===== src/rtl/vfp_pkg.sv =====
// Shared FP16 constants and the sequencer state type for the vector subtract unit.
package vfp_pkg;

  localparam int         FP16_W       = 16;
  localparam logic [4:0] FP16_EXP_INF = 5'h1F;
  localparam logic [4:0] FP16_EXP_MAX = 5'h1E;
  localparam logic [14:0] FP16_MAX_FIN = 15'h7BFF;

  typedef enum logic [1:0] {
    IDLE = 2'd0,
    RUN  = 2'd1,
    DONE = 2'd2
  } vsub_state_t;

endpackage


===== src/rtl/vsub16_seq_if.sv =====
// Operand/result bus and start/busy/done handshake between the vector control FSM and vsub16_seq.
interface vsub16_seq_if #(
  parameter int NLANES = 16
);

  logic                 start;
  logic [16*NLANES-1:0] InvalA;
  logic [16*NLANES-1:0] InvalB;
  logic [16*NLANES-1:0] DiffV;
  logic                 Overflw;
  logic                 busy;
  logic                 done;

  modport master (
    output start, InvalA, InvalB,
    input  DiffV, Overflw, busy, done
  );

  modport slave (
    input  start, InvalA, InvalB,
    output DiffV, Overflw, busy, done
  );

endinterface


===== src/rtl/fp16_sub_core.sv =====
// Combinational single-lane FP16 a - b with guard/round/sticky alignment and overflow flag.
// Build option: VSUB_SATURATE_EN makes finite overflow return max finite instead of infinity.
module fp16_sub_core
  import vfp_pkg::*;
(
  input  logic [FP16_W-1:0] a,
  input  logic [FP16_W-1:0] b,
  output logic [FP16_W-1:0] diff,
  output logic              ovf
);

  logic        sign_a, sign_b, sign_r, a_big, hid, sticky;
  logic [4:0]  exp_a, exp_b, exp_big, exp_small, shamt;
  logic [14:0] man_a, man_b, man_big, man_small, man_al, lost, sum, nrm;
  logic [6:0]  exp_n;
  logic [11:0] rnd;
  logic [9:0]  frac;

  always_comb begin
    sign_a    = a[15];
    sign_b    = ~b[15];
    exp_a     = (a[14:10] == 5'd0) ? 5'd1 : a[14:10];
    exp_b     = (b[14:10] == 5'd0) ? 5'd1 : b[14:10];
    man_a     = {1'b0, (a[14:10] != 5'd0), a[9:0], 3'b000};
    man_b     = {1'b0, (b[14:10] != 5'd0), b[9:0], 3'b000};
    // Magnitude order of the raw encodings matches numeric magnitude, so it picks the big operand.
    a_big     = (a[14:0] >= b[14:0]);
    exp_big   = a_big ? exp_a : exp_b;
    exp_small = a_big ? exp_b : exp_a;
    man_big   = a_big ? man_a : man_b;
    man_small = a_big ? man_b : man_a;
    sign_r    = a_big ? sign_a : sign_b;
    shamt     = exp_big - exp_small;

    if (shamt >= 5'd15) begin
      man_al = '0;
      lost   = man_small;
    end else begin
      man_al = man_small >> shamt;
      lost   = man_small & ((15'd1 << shamt) - 15'd1);
    end
    sticky    = |lost;
    man_al[0] = man_al[0] | sticky;

    sum   = (sign_a == sign_b) ? (man_big + man_al) : (man_big - man_al);
    nrm   = sum;
    exp_n = {2'b00, exp_big};
    if (sum[14]) begin
      nrm   = {1'b0, sum[14:2], sum[1] | sum[0]};
      exp_n = exp_n + 7'd1;
    end else begin
      // Stop at exponent 1 so tiny results land in the subnormal range.
      for (int i = 0; i < 13; i++) begin
        if (!nrm[13] && (exp_n > 7'd1)) begin
          nrm   = {nrm[13:0], 1'b0};
          exp_n = exp_n - 7'd1;
        end
      end
    end

    rnd = {1'b0, nrm[13:3]} + {11'd0, nrm[2]};
    if (rnd[11]) begin
      hid   = 1'b1;
      frac  = rnd[10:1];
      exp_n = exp_n + 7'd1;
    end else begin
      hid  = rnd[10];
      frac = rnd[9:0];
    end

    diff = {sign_r, (hid ? exp_n[4:0] : 5'd0), frac};
    ovf  = 1'b0;
    if (sum == 15'd0) begin
      diff = '0;
    end else if (exp_n > {2'b00, FP16_EXP_MAX}) begin
      ovf = 1'b1;
`ifdef VSUB_SATURATE_EN
      diff = {sign_r, FP16_MAX_FIN};
`else
      diff = {sign_r, FP16_EXP_INF, 10'h000};
`endif
    end

    if (a[14:10] == FP16_EXP_INF) begin
      diff = {a[15], FP16_EXP_INF, 10'h000};
      ovf  = 1'b1;
    end else if (b[14:10] == FP16_EXP_INF) begin
      diff = {~b[15], FP16_EXP_INF, 10'h000};
      ovf  = 1'b1;
    end
  end

endmodule


===== src/rtl/vsub16_seq.sv =====
// Sequential FP16 vector subtractor: iterates LPC lanes per cycle through fp16_sub_core.
// Build option: VSUB_SATURATE_EN (see fp16_sub_core) selects saturating overflow.
module vsub16_seq
  import vfp_pkg::*;
#(
  parameter int NLANES = 16,
  parameter int LPC    = 1
) (
  input  logic            clk,
  input  logic            rst_n,
  vsub16_seq_if.slave     bus
);

  localparam int NGRP = NLANES / LPC;
  localparam int GW   = (NGRP > 1) ? $clog2(NGRP) : 1;
  localparam int VW   = FP16_W * NLANES;

  vsub_state_t   state, state_nxt;
  logic [GW-1:0] grp;
  logic [VW-1:0] opa, opb, diff_q;
  logic          ovf_q;
  logic          accept, last_grp, busy_c, done_c;

  logic [FP16_W-1:0] lane_a [LPC];
  logic [FP16_W-1:0] lane_b [LPC];
  logic [FP16_W-1:0] lane_d [LPC];
  logic [LPC-1:0]    lane_ovf;

  assign accept   = bus.start && ((state == IDLE) || (state == DONE));
  assign last_grp = (grp == GW'(NGRP - 1));

  always_ff @(posedge clk or negedge rst_n) begin
    if (!rst_n) state <= IDLE;
    else        state <= state_nxt;
  end

  always_comb begin
    state_nxt = state;
    busy_c    = 1'b0;
    done_c    = 1'b0;
    case (state)
      IDLE: if (bus.start) state_nxt = RUN;
      RUN: begin
        busy_c = 1'b1;
        if (last_grp) state_nxt = DONE;
      end
      DONE: begin
        done_c    = 1'b1;
        state_nxt = bus.start ? RUN : IDLE;
      end
      default: state_nxt = IDLE;
    endcase
  end

  always_comb begin
    for (int l = 0; l < LPC; l++) begin
      lane_a[l] = opa[(int'(grp) * LPC + l) * FP16_W +: FP16_W];
      lane_b[l] = opb[(int'(grp) * LPC + l) * FP16_W +: FP16_W];
    end
  end

  for (genvar l = 0; l < LPC; l++) begin : g_lane
    fp16_sub_core u_core (
      .a    (lane_a[l]),
      .b    (lane_b[l]),
      .diff (lane_d[l]),
      .ovf  (lane_ovf[l])
    );
  end

  // Results are cleared on accept so a partially written vector never mixes with an old one.
  always_ff @(posedge clk or negedge rst_n) begin
    if (!rst_n) begin
      grp    <= '0;
      opa    <= '0;
      opb    <= '0;
      diff_q <= '0;
      ovf_q  <= 1'b0;
    end else if (accept) begin
      grp    <= '0;
      opa    <= bus.InvalA;
      opb    <= bus.InvalB;
      diff_q <= '0;
      ovf_q  <= 1'b0;
    end else if (state == RUN) begin
      for (int l = 0; l < LPC; l++) begin
        diff_q[(int'(grp) * LPC + l) * FP16_W +: FP16_W] <= lane_d[l];
      end
      ovf_q <= ovf_q | (|lane_ovf);
      grp   <= last_grp ? '0 : grp + GW'(1);
    end
  end

  assign bus.DiffV   = diff_q;
  assign bus.Overflw = ovf_q;
  assign bus.busy    = busy_c;
  assign bus.done    = done_c;

endmodule


===== src/flat_wrapper.sv =====
// flat-port wrapper written by rule: the top's interface ports become plain ports
module vsub16_seq_flat import vfp_pkg::*;
#(
  parameter int NLANES = 16,
  parameter int LPC    = 1
)
  (clk, rst_n, bus_start, bus_InvalA, bus_InvalB, bus_DiffV, bus_Overflw, bus_busy, bus_done);
  vsub16_seq_if #(.NLANES(NLANES)) bus_i ();
  input  logic clk;
  input  logic rst_n;
  input wire logic [$bits(bus_i.start)-1:0] bus_start;
  input wire logic [$bits(bus_i.InvalA)-1:0] bus_InvalA;
  input wire logic [$bits(bus_i.InvalB)-1:0] bus_InvalB;
  output wire logic [$bits(bus_i.DiffV)-1:0] bus_DiffV;
  output wire logic [$bits(bus_i.Overflw)-1:0] bus_Overflw;
  output wire logic [$bits(bus_i.busy)-1:0] bus_busy;
  output wire logic [$bits(bus_i.done)-1:0] bus_done;
  assign bus_i.start = bus_start;
  assign bus_i.InvalA = bus_InvalA;
  assign bus_i.InvalB = bus_InvalB;
  assign bus_DiffV = bus_i.DiffV;
  assign bus_Overflw = bus_i.Overflw;
  assign bus_busy = bus_i.busy;
  assign bus_done = bus_i.done;
  vsub16_seq #(.NLANES(NLANES), .LPC(LPC)) u_core (.clk(clk), .rst_n(rst_n), .bus(bus_i));
endmodule

===== config.mk =====
export PLATFORM = sky130hd
export DESIGN_NAME = vsub16_seq_flat
export DESIGN_NICKNAME = d
export VERILOG_FILES = /design/src/rtl/vfp_pkg.sv /design/src/rtl/vsub16_seq_if.sv /design/src/rtl/fp16_sub_core.sv /design/src/rtl/vsub16_seq.sv /design/src/flat_wrapper.sv
export SDC_FILE = /design/constraint.sdc
export NUM_CORES = 2
export LEC_CHECK = 0
export ABC_AREA = 0
export CAP_MARGIN = 20
export CORE_MARGIN = 5
export CORE_UTILIZATION = 45
export CTS_CLUSTER_DIAMETER = 30
export DETAILED_ROUTE_END_ITERATION = 7
export PLACE_DENSITY = 0.82
export SYNTH_ARGS = -nofsm -noshare
export SYNTH_HDL_FRONTEND = slang
export SYNTH_SLANG_ARGS = --single-unit

===== constraint.sdc =====
create_clock -name clk -period 46.1 [get_ports clk]
set_input_delay 9.22 -clock clk [delete_from_list [all_inputs] [get_ports clk]]
set_output_delay 9.22 -clock clk [all_outputs]
set_load 0.05 [all_outputs]

Word level (Yosys, flattened, before mapping)
Index checks and enable logic that the tools add are counted.
{"block": "totals", "n_memories": 0, "out_inout_bits": 259, "wordCells": 188, "latchBits": 0, "ramBits": 0, "register_bits": 775, "romBits": 0}
{"block": "op_classes", "div_mod_pow": 0, "eq_ne": 8, "order_cmp": 16, "bitwise_logic": 5, "add_sub_neg": 22, "n_mux": 88, "reduce_logical": 37, "n_mul": 0, "shift": 6}
{"operator": "2-to-1 mux 256 bit", "n": 2}
{"operator": "variable part select 256 x 9 -> 16 bit", "n": 2}
{"operator": "2-to-1 mux 14 bit", "n": 28}
{"operator": "bitwise mux 256 bit", "n": 1}
{"operator": "variable shift 16 x 33 -> 256 bit, first input constant", "n": 1}
{"operator": "variable part select 16 x 33 -> 256 bit", "n": 1}
{"operator": "2-to-1 mux 7 bit", "n": 27}
{"operator": "> comparator 7 x 1 -> 1 bit, second input constant", "n": 12}
{"operator": "subtractor 7 x 1 -> 7 bit, second input constant", "n": 12}
{"operator": "2-to-1 mux 15 bit", "n": 4}
{"operator": "2-to-1 mux 16 bit", "n": 3}
{"operator": "negator 8 -> 33 bit", "n": 1}
{"operator": "2-to-1 mux 5 bit", "n": 5}
{"operator": "adder 14 x 15 -> 15 bit", "n": 1}
{"operator": "bitwise AND 14 x 15 -> 15 bit", "n": 1}
{"operator": "greater-or-equal comparator 15 bit", "n": 1}
{"operator": "zero test 15 bit", "n": 1}
{"operator": "OR reduction 15 bit", "n": 1}
{"operator": "left shift 1 x 5 -> 15 bit, first input constant", "n": 1}
{"operator": ">> shifter 14 x 5 -> 15 bit", "n": 1}
{"operator": "subtractor 14 x 15 -> 15 bit", "n": 1}
{"operator": "subtractor 15 x 1 -> 15 bit, second input constant", "n": 1}
{"operator": "logical AND 1 bit", "n": 14}
{"operator": "zero test 1 bit", "n": 13}
{"operator": "29 further kinds", "n": 47}

Logic depth before layout (Yosys ltp)
{"block": "logic_depth", "depth_word": 76, "ltp_mapped": 155}

Modules after synthesis
A second synthesis with hierarchy kept.
{"block": "unflattened", "hier_cells": 5223, "hier_area_um2": 44582.8}
{"module": "vsub16_seq", "cells_per_inst": 3570, "n_inst": 1, "seq_area_each_um2": 19393.6, "area_each_um2": 33628.5}
{"module": "fp16_sub_core", "cells_per_inst": 1653, "n_inst": 1, "seq_area_each_um2": 0.0, "area_each_um2": 10954.3}

Worst setup path before layout
Ideal clock, no wire load.
{"block": "synth_path", "path_kind": "reg2reg", "start": "register u_core.grp[0]", "end": "register u_core.diff_q[171], in the netlist u_core.bus.DiffV[171]", "setup_time_ns": 0.129, "synth_period_minus_slack_ns": 32.421, "slack_ns": 13.679, "t_arrival_ns": 32.292, "path_stages_with_launch": 145, "t_required_ns": 45.971, "cell_sequence": "dfrtp_1 > buf_2 > buf_6 > buf_4 > buf_1 > buf_1 > clkbuf_1 > mux4_2 > mux4_2 > ha_1 > a211oi_1 > nor2_1 > a211oi_2 > o21a_1 > clkbuf_1 > buf_1 > clkbuf_1 > nor2_1 > [... 109 more ...] > o31ai_2 > mux2_2 > ha_1 > a211oi_1 > a221oi_4 > nand4_2 > nand2_1 > a311oi_1 > a211oi_1 > a21o_1 > ha_1 > o31ai_2 > nor2_1 > a31oi_2 > o31ai_4 > nor4_4 > buf_2 > o21ai_1"}
{"block": "synth_between", "elab_chain_cells": 76}
{"item": "start, declared", "line": "vsub16_seq.sv:19", "text": "logic [GW-1:0] grp;"}
{"item": "start signal, assigned", "line": "vsub16_seq.sv:90", "text": "grp <= last_grp ? '0 : grp + GW'(1);"}
{"item": "branches (longest 73 deep; another with greater-or-equal comparator 15 bit)"}
{"item": "bitwise mux 256 bit (*)", "line": "vsub16_seq.sv:87", "text": "diff_q[(int'(grp) * LPC + l) * FP16_W +: FP16_W] <= lane_d[l];"}
{"item": "2-to-1 mux 256 bit (*)", "line": "vsub16_seq.sv:85", "text": "end else if (state == RUN) begin"}
{"item": "2-to-1 mux 256 bit (*)", "line": "vsub16_seq.sv:79", "text": "end else if (accept) begin"}
{"item": "end signal, assigned by index", "line": "vsub16_seq.sv:87"}
{"item": "end, declared", "line": "vsub16_seq.sv:20", "text": "logic [VW-1:0] opa, opb, diff_q;"}
Mark *: on every way between the ends. The select of a mux whose other input is x is not followed.
A chain may end at the register's enable or synchronous reset.

Worst setup path after layout
{"block": "layout_path", "start": "register u_core.grp[0]", "end": "register u_core.diff_q[7], in the netlist u_core.bus.DiffV[7]"}
The elaborated chain is that of the path after synthesis.

==> results.cfg <==
[setup_path]
critPathRequiredTime_ps = 46740
cp_max_fo = 54
crit_slowest_cell = dfrtp_4
end_kind = flip-flop
arrival_ps = 37340
start_kind = flip-flop
cpMostUsedCell = ha_1
worst_path_largest_cell_delay_ps = 1040
worstSetupPathType = reg -> reg

[timing]
relSlewSlack_pct = 18.6
fin_setup_tns_ps = 0
fin_skew_ps = 47.0
hold_ws_ps = 471
finalSetupViolations = 0
drv_slew = 0
final-hold-violation-count = 0
fmax_ghz = 0.0272
period_needed_ps = 36700
rsz0062_at_grt = false
worstMarginPinSlew_ps = 1220
finalCritPeriodShare_pct = 79.6

[die]
dieArea_um2 = 103000
row_count = 114
die_x_um = 321
die_h_um = 321
initial_utilization_pct = 45.1
core_area_um2 = 96300
ios = 774

[detailed_routing]
dr.first_iter.drc_count = 5448
wl_per_cell_um = 25.6
routed_wl_mm = 179
drc_errors = 0
vias = 43136
antenna_left = 0
viasPerCell = 6.16
drt_first_pass_iters = 6

[clock_network]
cts_buffer_depth = 3
cts_sinks = 775
clkTransAtPathRegs_ps = 50
cts_resized = 0
post_cts_buffers = 0
cts_buffers = 147
cts_max_level = 4
clkLatencyLatePin_ps = 780
holdBufCountCts = 0
cts_root_buffer = clkbuf_16
cts_tree = yes

[global_routing]
antenna_found_initial = 32
grt_max_degree = 221
grt_usage_pct = 33.4
first_global_vias = 42386
grt_pass1_wl_mm = 264
grt.overflow.total = 0

[final_layout]
syn_to_final_growth_pct = 32.4
drive_above_1_share_pct = 10.6
final_common_cell = nand2_1
nets = 6166
final_cell_mix = nand2_1 (1,909), clkdlybuf4s50_1 (772), dfrtp_1 (772)
post-route-util_pct = 59.7

[flow_run]
timing.max_cap.violations = 0

[logic_synthesis]
synthTopCellsByArea = dfrtp_1 (45%), nand2_1 (16%), mux4_2 (7.9%)
yosys.area.top_type = dfrtp_1
ys_types = 121
netlist_instances = 4882
yosysWarnings = 0
synth_area_um2 = 43500
avgSynthCellArea_um2 = 8.90
synth-seq-cells = 775
async_flop_share_pct = 100
synth_edf_count = 0
synth_top_area_share_pct = 44.6
synth-main-ff-cell = dfrtp_1
synth-seq-area-share_pct = 44.6
syn-num-nets = 5465

[placed_design]
gp_congestion = 1.02
hpwlAfterDp_mm = 129
port_buffers = 773

[worst_hold_path]
holdCritPathClass = reg -> reg

[status]
status = finished, final reports clean
## metrics by stage
step / area [um2] / instances / setup WS [ps]
final: 57500 / 7003 / 9400
after global routing: 57500 / 7000 / 6490
after CTS: 57300 / 6970 / 8830
after detailed placement: 52200 / 6703 / 9100
after global placement: 52200 / 6702 / 10310
after floorplan: 43500 / 4882 / 13680
## final timing paths
kind,endpoint,slack (ps),cells after the start,startpoint
setup / recovery,u_core.bus.DiffV[7],9400,122,u_core.grp[0]
hold / removal,u_core.opa[160],470,2,u_core.opa[160]
hold reg to reg,u_core.opa[160],470,2,u_core.opa[160]
min in group asynchronous,u_core.opa[193],8510,1,rst_n
max in group asynchronous,u_core.opb[162],35140,3,rst_n
setup reg to reg,u_core.bus.DiffV[7],9400,122,u_core.grp[0]
## flip-flops by register name (all words and copies together), names as in the netlist
name,cells
u_core.opb,256
u_core.opa,256
u_core.bus.Overflw,1
u_core.state,2
u_core.bus.DiffV,256
u_core.grp,4
## metal layers
layer | share of wire, % | vias up | GRT usage [%]
met5 | 0.072 | - | 0.324
li1 | - | 18454 | -
met1 | 35 | 20972 | 40.9
met4 | 9.0 | 14 | 25.0
met3 | 11 | 716 | 8.86
met2 | 45 | 2980 | 50.9
## cell type report
cell class / count / area, um2
antenna: 26 / 65.1
clock buffer: 189 / 4100
clock inverter: 78 / 1060
fill: 7563 / 38800
inverter: 67 / 254
multi-input combinational: 3759 / 22700
sequential: 775 / 19400
tap: 1276 / 1600
timing repair buffer: 833 / 8290
## synthesized netlist by cell type, drive strengths merged (62+ instances only)
| library cell | number |
|---|---|
| mux4 | 152 |
| dfrtp | 775 |
| nand3 | 72 |
| clkbuf | 219 |
| a21oi | 138 |
| ha | 66 |
| inv | 66 |
| nand2 | 1911 |
| nor2 | 200 |
| mux2i | 81 |
| o21ai | 262 |
| buf | 62 |
## critical path, delay by kind of cell (launching register included)
family,cells,cell delay [ps]
adder cells (fa/ha/maj),18,5130
flip-flops,1,1040
AND/OR/NAND/NOR,35,8550
buffers and inverters,17,4440
multiplexers,4,1770
XOR/XNOR,6,1830
AO/OA/AOI/OAI,42,13590
## logic make-up (layout without fill, tap and decap cells)
| group | after synthesis | in the layout | share of synthesized area, % |
|---|---|---|---|
| multiplexers | 269 | 269 | 10.7 |
| buffers and inverters | 348 | 1167 | 3.19 |
| other | 0 | 26 | 0 |
| AO/OA/AOI/OAI | 893 | 893 | 14.6 |
| XOR/XNOR | 76 | 76 | 1.60 |
| adder cells (fa/ha/maj) | 68 | 68 | 1.99 |
| flip-flops | 775 | 775 | 44.6 |
| AND/OR/NAND/NOR | 2453 | 2453 | 23.3 |
Power is left out: the tool's default activity adds up to more than one toggle a clock period on the data nets, which glitch-free logic cannot reach.
